File: config.mk
export PLATFORM = sky130hd
export DESIGN_NAME = seq_stream_sched
export DESIGN_NICKNAME = d
export VERILOG_FILES = /design/src/rtl/seq_stream_sched.sv
export SDC_FILE = /design/constraint.sdc
export NUM_CORES = 1
export LEC_CHECK = 0
export ABC_AREA = 1
export CORE_ASPECT_RATIO = 0.9
export CORE_MARGIN = 4
export CORE_UTILIZATION = 55
export DETAILED_ROUTE_END_ITERATION = 10
export GPL_TIMING_DRIVEN = 0
export PLACE_DENSITY_LB_ADDON = 0.2
export SYNTH_ARGS = -nofsm -noshare
export SYNTH_HDL_FRONTEND = slang
export SYNTH_SLANG_ARGS = --single-unit
File: constraint.sdc
create_clock -name clk -period 4.2 [get_ports clk]
set_input_delay 0.84 -clock clk [delete_from_list [all_inputs] [get_ports clk]]
set_output_delay 0.84 -clock clk [all_outputs]
set_load 0.01 [all_outputs]
File: src/rtl/seq_stream_sched.sv
// seq_stream_sched: round-robin scheduler that feeds one bit-serial sequence
// detector from two requesters. Each granted frame clears the detector,
// shifts the word in MSB-first and counts detect pulses over the window
// that is aligned to the detector latency. It then reports the hit count
// and the requester id.
//
// Ports:
//   clk, rst            clock, asynchronous active-low reset
//   req0/data0/ack0     requester 0 handshake (ack0 is a one-cycle capture pulse)
//   req1/data1/ack1     requester 1 handshake
//   det_clr             one-cycle detector clear before each frame
//   ser_out/ser_valid   serial bit to the detector, qualified by ser_valid
//   det_in              detector detect output
//   busy                high outside IDLE
//   done/done_id        one-cycle result pulse and id of the served requester
//   hit_cnt             saturating detect count, held until the next done
module seq_stream_sched #(
  parameter int WORD_W  = 8,
  parameter int CNT_W   = 4,
  parameter int DET_LAT = 1
) (
  input  logic              clk,
  input  logic              rst,
  input  logic              req0,
  input  logic [WORD_W-1:0] data0,
  output logic              ack0,
  input  logic              req1,
  input  logic [WORD_W-1:0] data1,
  output logic              ack1,
  output logic              det_clr,
  output logic              ser_out,
  output logic              ser_valid,
  input  logic              det_in,
  output logic              busy,
  output logic              done,
  output logic              done_id,
  output logic [CNT_W-1:0]  hit_cnt
);

  localparam int BC_W = $clog2(WORD_W);
  localparam logic [CNT_W-1:0] CNT_MAX = '1;

  typedef enum logic [2:0] {IDLE, LOAD, SHIFT, DRAIN, REPORT} state_t;

  state_t            state;
  logic              rr;
  logic              id;
  logic              gnt;
  logic              win;
  logic [WORD_W-1:0] sreg;
  logic [BC_W-1:0]   bitcnt;
  logic [2:0]        dcnt;
  logic [CNT_W-1:0]  hit;
  logic [CNT_W-1:0]  hit_nxt;

  // Count window is ser_valid delayed by the detector latency.
  generate
    if (DET_LAT == 0) begin : g_win0
      assign win = ser_valid;
    end else begin : g_winn
      logic [DET_LAT-1:0] vd;
      always_ff @(posedge clk or negedge rst) begin
        if (!rst) vd <= '0;
        else      vd <= (vd << 1) | DET_LAT'(ser_valid);
      end
      assign win = vd[DET_LAT-1];
    end
  endgenerate

  always_comb begin
    gnt = (req0 && req1) ? ~rr : req1;
  end

  always_comb begin
    hit_nxt = hit;
    if (win && det_in && (hit != CNT_MAX)) hit_nxt = hit + 1'b1;
  end

  // Outputs are registered on entry to the state that owns them, so the
  // grant decision in IDLE already loads the LOAD-cycle outputs. The last
  // window sample coincides with the edge entering REPORT, hence hit_nxt.
  always_ff @(posedge clk or negedge rst) begin
    if (!rst) begin
      state     <= IDLE;
      rr        <= 1'b1;
      id        <= 1'b0;
      sreg      <= '0;
      bitcnt    <= '0;
      dcnt      <= '0;
      hit       <= '0;
      ack0      <= 1'b0;
      ack1      <= 1'b0;
      det_clr   <= 1'b0;
      ser_out   <= 1'b0;
      ser_valid <= 1'b0;
      busy      <= 1'b0;
      done      <= 1'b0;
      done_id   <= 1'b0;
      hit_cnt   <= '0;
    end else begin
      hit <= hit_nxt;
      case (state)
        IDLE: begin
          if (req0 || req1) begin
            state   <= LOAD;
            busy    <= 1'b1;
            id      <= gnt;
            rr      <= gnt;
            sreg    <= gnt ? data1 : data0;
            ack0    <= ~gnt;
            ack1    <= gnt;
            det_clr <= 1'b1;
            hit     <= '0;
          end
        end
        LOAD: begin
          ack0      <= 1'b0;
          ack1      <= 1'b0;
          det_clr   <= 1'b0;
          ser_valid <= 1'b1;
          ser_out   <= sreg[WORD_W-1];
          sreg      <= {sreg[WORD_W-2:0], 1'b0};
          bitcnt    <= '0;
          state     <= SHIFT;
        end
        SHIFT: begin
          if (bitcnt == BC_W'(WORD_W - 1)) begin
            ser_valid <= 1'b0;
            ser_out   <= 1'b0;
            dcnt      <= '0;
            if (DET_LAT == 0) begin
              state   <= REPORT;
              done    <= 1'b1;
              done_id <= id;
              hit_cnt <= hit_nxt;
            end else begin
              state <= DRAIN;
            end
          end else begin
            ser_out <= sreg[WORD_W-1];
            sreg    <= {sreg[WORD_W-2:0], 1'b0};
            bitcnt  <= bitcnt + 1'b1;
          end
        end
        DRAIN: begin
          if (dcnt == 3'(DET_LAT - 1)) begin
            state   <= REPORT;
            done    <= 1'b1;
            done_id <= id;
            hit_cnt <= hit_nxt;
          end else begin
            dcnt <= dcnt + 1'b1;
          end
        end
        REPORT: begin
          done  <= 1'b0;
          busy  <= 1'b0;
          state <= IDLE;
        end
        default: state <= IDLE;
      endcase
    end
  end

endmodule

==> impl_metrics.toml <==
[run_status]
outcome = "finished, final reports clean"

[synth]
syn_inst = 227
ys_seq_elements = 36
synth_edf_count = 0
synth_seq_area_share_pct = 50.6
yosys_warnings = 0
synth.top_cell.area_share_pct = 49.1
yosysMostFrequentCell = "nand2_1"
synth_common_cells = "nand2_1 (105), dfrtp_1 (35), inv_1 (18)"
synth.avg_cell_area_um2 = 7.85
yosysTopAreaCell = "dfrtp_1"
ys_async_sr_fraction_pct = 100
syn_nets = 253
ys_types = 20
synth_top_flop_cell = "dfrtp_1"
syn_area_um2 = 1780
netlist_top_cells_area = "dfrtp_1 (49%), nand2_1 (22%), nand3_1 (4.5%)"

[clocking]
clk_latency_ns = 0.34
cts_tree = "built"
cts_hold_buf = 0
cts_buffers = 5
clkSlewWorstSetupHoldPaths_ns = 0.11
cts_buffer_depth = 2
clock_sinks = 36
cts_resized = 0
clockRootBuffer = "clkbuf_4"
cts_setup_buffers = 0
htree_levels = 2

[timing]
worstMarginPinSlew_ns = 0.754
relSlewSlack_pct = 49.7
rsz0062_at_grt = "false"
setup_viol = 0
whs_ns = 0.430
finalSetupTns_ns = 0
min_period_ns = 2.12
final-hold-violation-count = 0
min_period_over_period_pct = 50.4
fmax_mhz = 472
slew_violations = 0
clock_skew_ns = 0.00906

[routing]
vias_per_cell = 4.91
routed_wl_um = 3630
dr.pass1.iters = 4
drc = 0
drtAntennaViolNets = 0
vias = 1512
routedWlPerCell_um = 11.8
drt_iter0_drc = 85

[finish]
nNetsFinal = 291
area_growth_pct = 23.5
num_antenna_cells = 0
multi_input_area_um2 = 762
num-fill-cells = 258
final_layout_size_suffix_gt1_share_pct = 9.77
seqCellArea_um2 = 902

[min_path]
hp-class = "reg2reg"
whs_path_depth = 0

[worst_setup_path]
path_cells = "clkdlybuf4s50_1"
r2r_cells = 9
crit_arrival_ns = 1.28
crit_type = "reg2out"
worstSetupStartpointType = "flip-flop"
cp_slowest_cell = "clkdlybuf4s50_1"
cp_max_fo = 3
crit_cells = 1
cp_data_required_time_ns = 3.36
slowest_delay_ns = 0.55
critPathTopFamily = "buffers and inverters"
worstSetupEndpointType = "output pin"
crit_buf_inv = 1

[placement]
portBuffers = 31
place.gp.congestion = 0.762
dp_hpwl_um = 2730

[grt]
grt_pass1_vias = 1381
antenna_found_initial = 0
track_usage_pct = 19.8
grt_max_degree = 37
overflow = 0
grt_pass1_wl_um = 6090

[power_and_ir_drop]
max-vdd-ir-drop_mv = 0.398
leakage_nw = 1.16
power_density_nw_per_um2 = 678

[die]
die-area_um2 = 4220
die_x_um = 68.0
fp.coreArea_um2 = 3090
ios = 33
dieHeight_um = 62.0
rows = 19
initial_core_util_pct = 57.7

[job]
cap_violations = 0
==> where the power goes <==
part	total, mW	switching (mW)	internal [mW]
Combinational	0.713	0.419	0.294
Sequential	0.589	0.0952	0.494
Clock	0.192	0.112	0.0796
==> final timing paths <==
check	startpoint	to	slack (ns)
worst max-delay path	ser_valid	ser_valid	2.08
worst min-delay path	ser_valid	g_winn.vd	0.43
worst max register to register	bitcnt[0]	sreg[0]	2.58
worst min register to register	ser_valid	g_winn.vd	0.43
max in group asynchronous	rst	hit[0]	3.16
min in group asynchronous	rst	dcnt[0]	0.55
==> logic make-up (layout without fill, tap and decap cells) <==
kind of cell	count (synthesis)	in the layout	synth area share (%)
AND/OR/NAND/NOR	141	141	33.2
XOR/XNOR	2	2	0.983
adder cells (fa/ha/maj)	5	5	3.51
flip-flops	36	36	50.6
AO/OA/AOI/OAI	18	18	5.05
buffers and inverters	25	64	6.67
==> per-layer routing <==
metal  track usage, %  wire length (um)  vias up
met5                0                 0        -
met4             7.65                54        0
met3             5.22               149        6
met2             31.6              1740       25
met1             26.0              1680      691
li1                 -                 -      790
==> worst reg2reg max path: stages (launching register included) <==
cell and delay (ns):
dfrtp_1 0.41, ha_1 0.21, ha_1 0.20, inv_1 0.12, nand2_2 0.07, o21ai_0 0.10, nand2_2 0.19, inv_4 0.14
nand2_1 0.06, nand2_1 0.06
==> sequential cells by signal, indices dropped and copies added, names as in the netlist, 3 cells and up <==
signal and cells:
state 3, sreg 8, hit_cnt 4, dcnt 3, bitcnt 3, hit 4
==> per-stage QoR <==
step / setup WS [ns] / util, % / cells / cell area, um2 / power (mW)
2_1_floorplan: 2.57 / - / 227 / 1780 / 1.06
3_3_place_gp: 1.54 / 69.4 / 300 / 2150 / 1.29
3_5_place_dp: 1.99 / 69.3 / 300 / 2140 / 1.31
4_1_cts: 2.07 / 71.3 / 308 / 2200 / 1.51
5_1_grt: 2.03 / 71.3 / 308 / 2200 / 1.64
6_report: 2.08 / 71.3 / 308 / 2200 / 1.49
==> placed cells by master (no fill, tap or decap), drive strengths merged <==
master	netlist	final
a21oi	2	2
and2	1	1
buf	3	4
clkbuf	0	6
clkdlybuf4s50	0	30
clkinv	0	2
dfrtp	35	35
dfstp	1	1
ha	5	5
inv	22	22
nand2	110	110
nand3	17	17
nand4	3	3
nor2	9	9
nor3	1	1
o21ai	16	16
xnor2	2	2
==> cell type report <==
type | count | share of cell area [%]
Tap cell | 42 | 2.39
Timing Repair Buffer | 31 | 13.9
Inverter | 22 | 3.86
Clock buffer | 6 | 2.33
Sequential cell | 36 | 41.0
Clock inverter | 2 | 0.455
Multi-Input combinational cell | 166 | 34.6
Buffer | 3 | 1.53
Note: power is estimated with default switching activity, not from simulation.
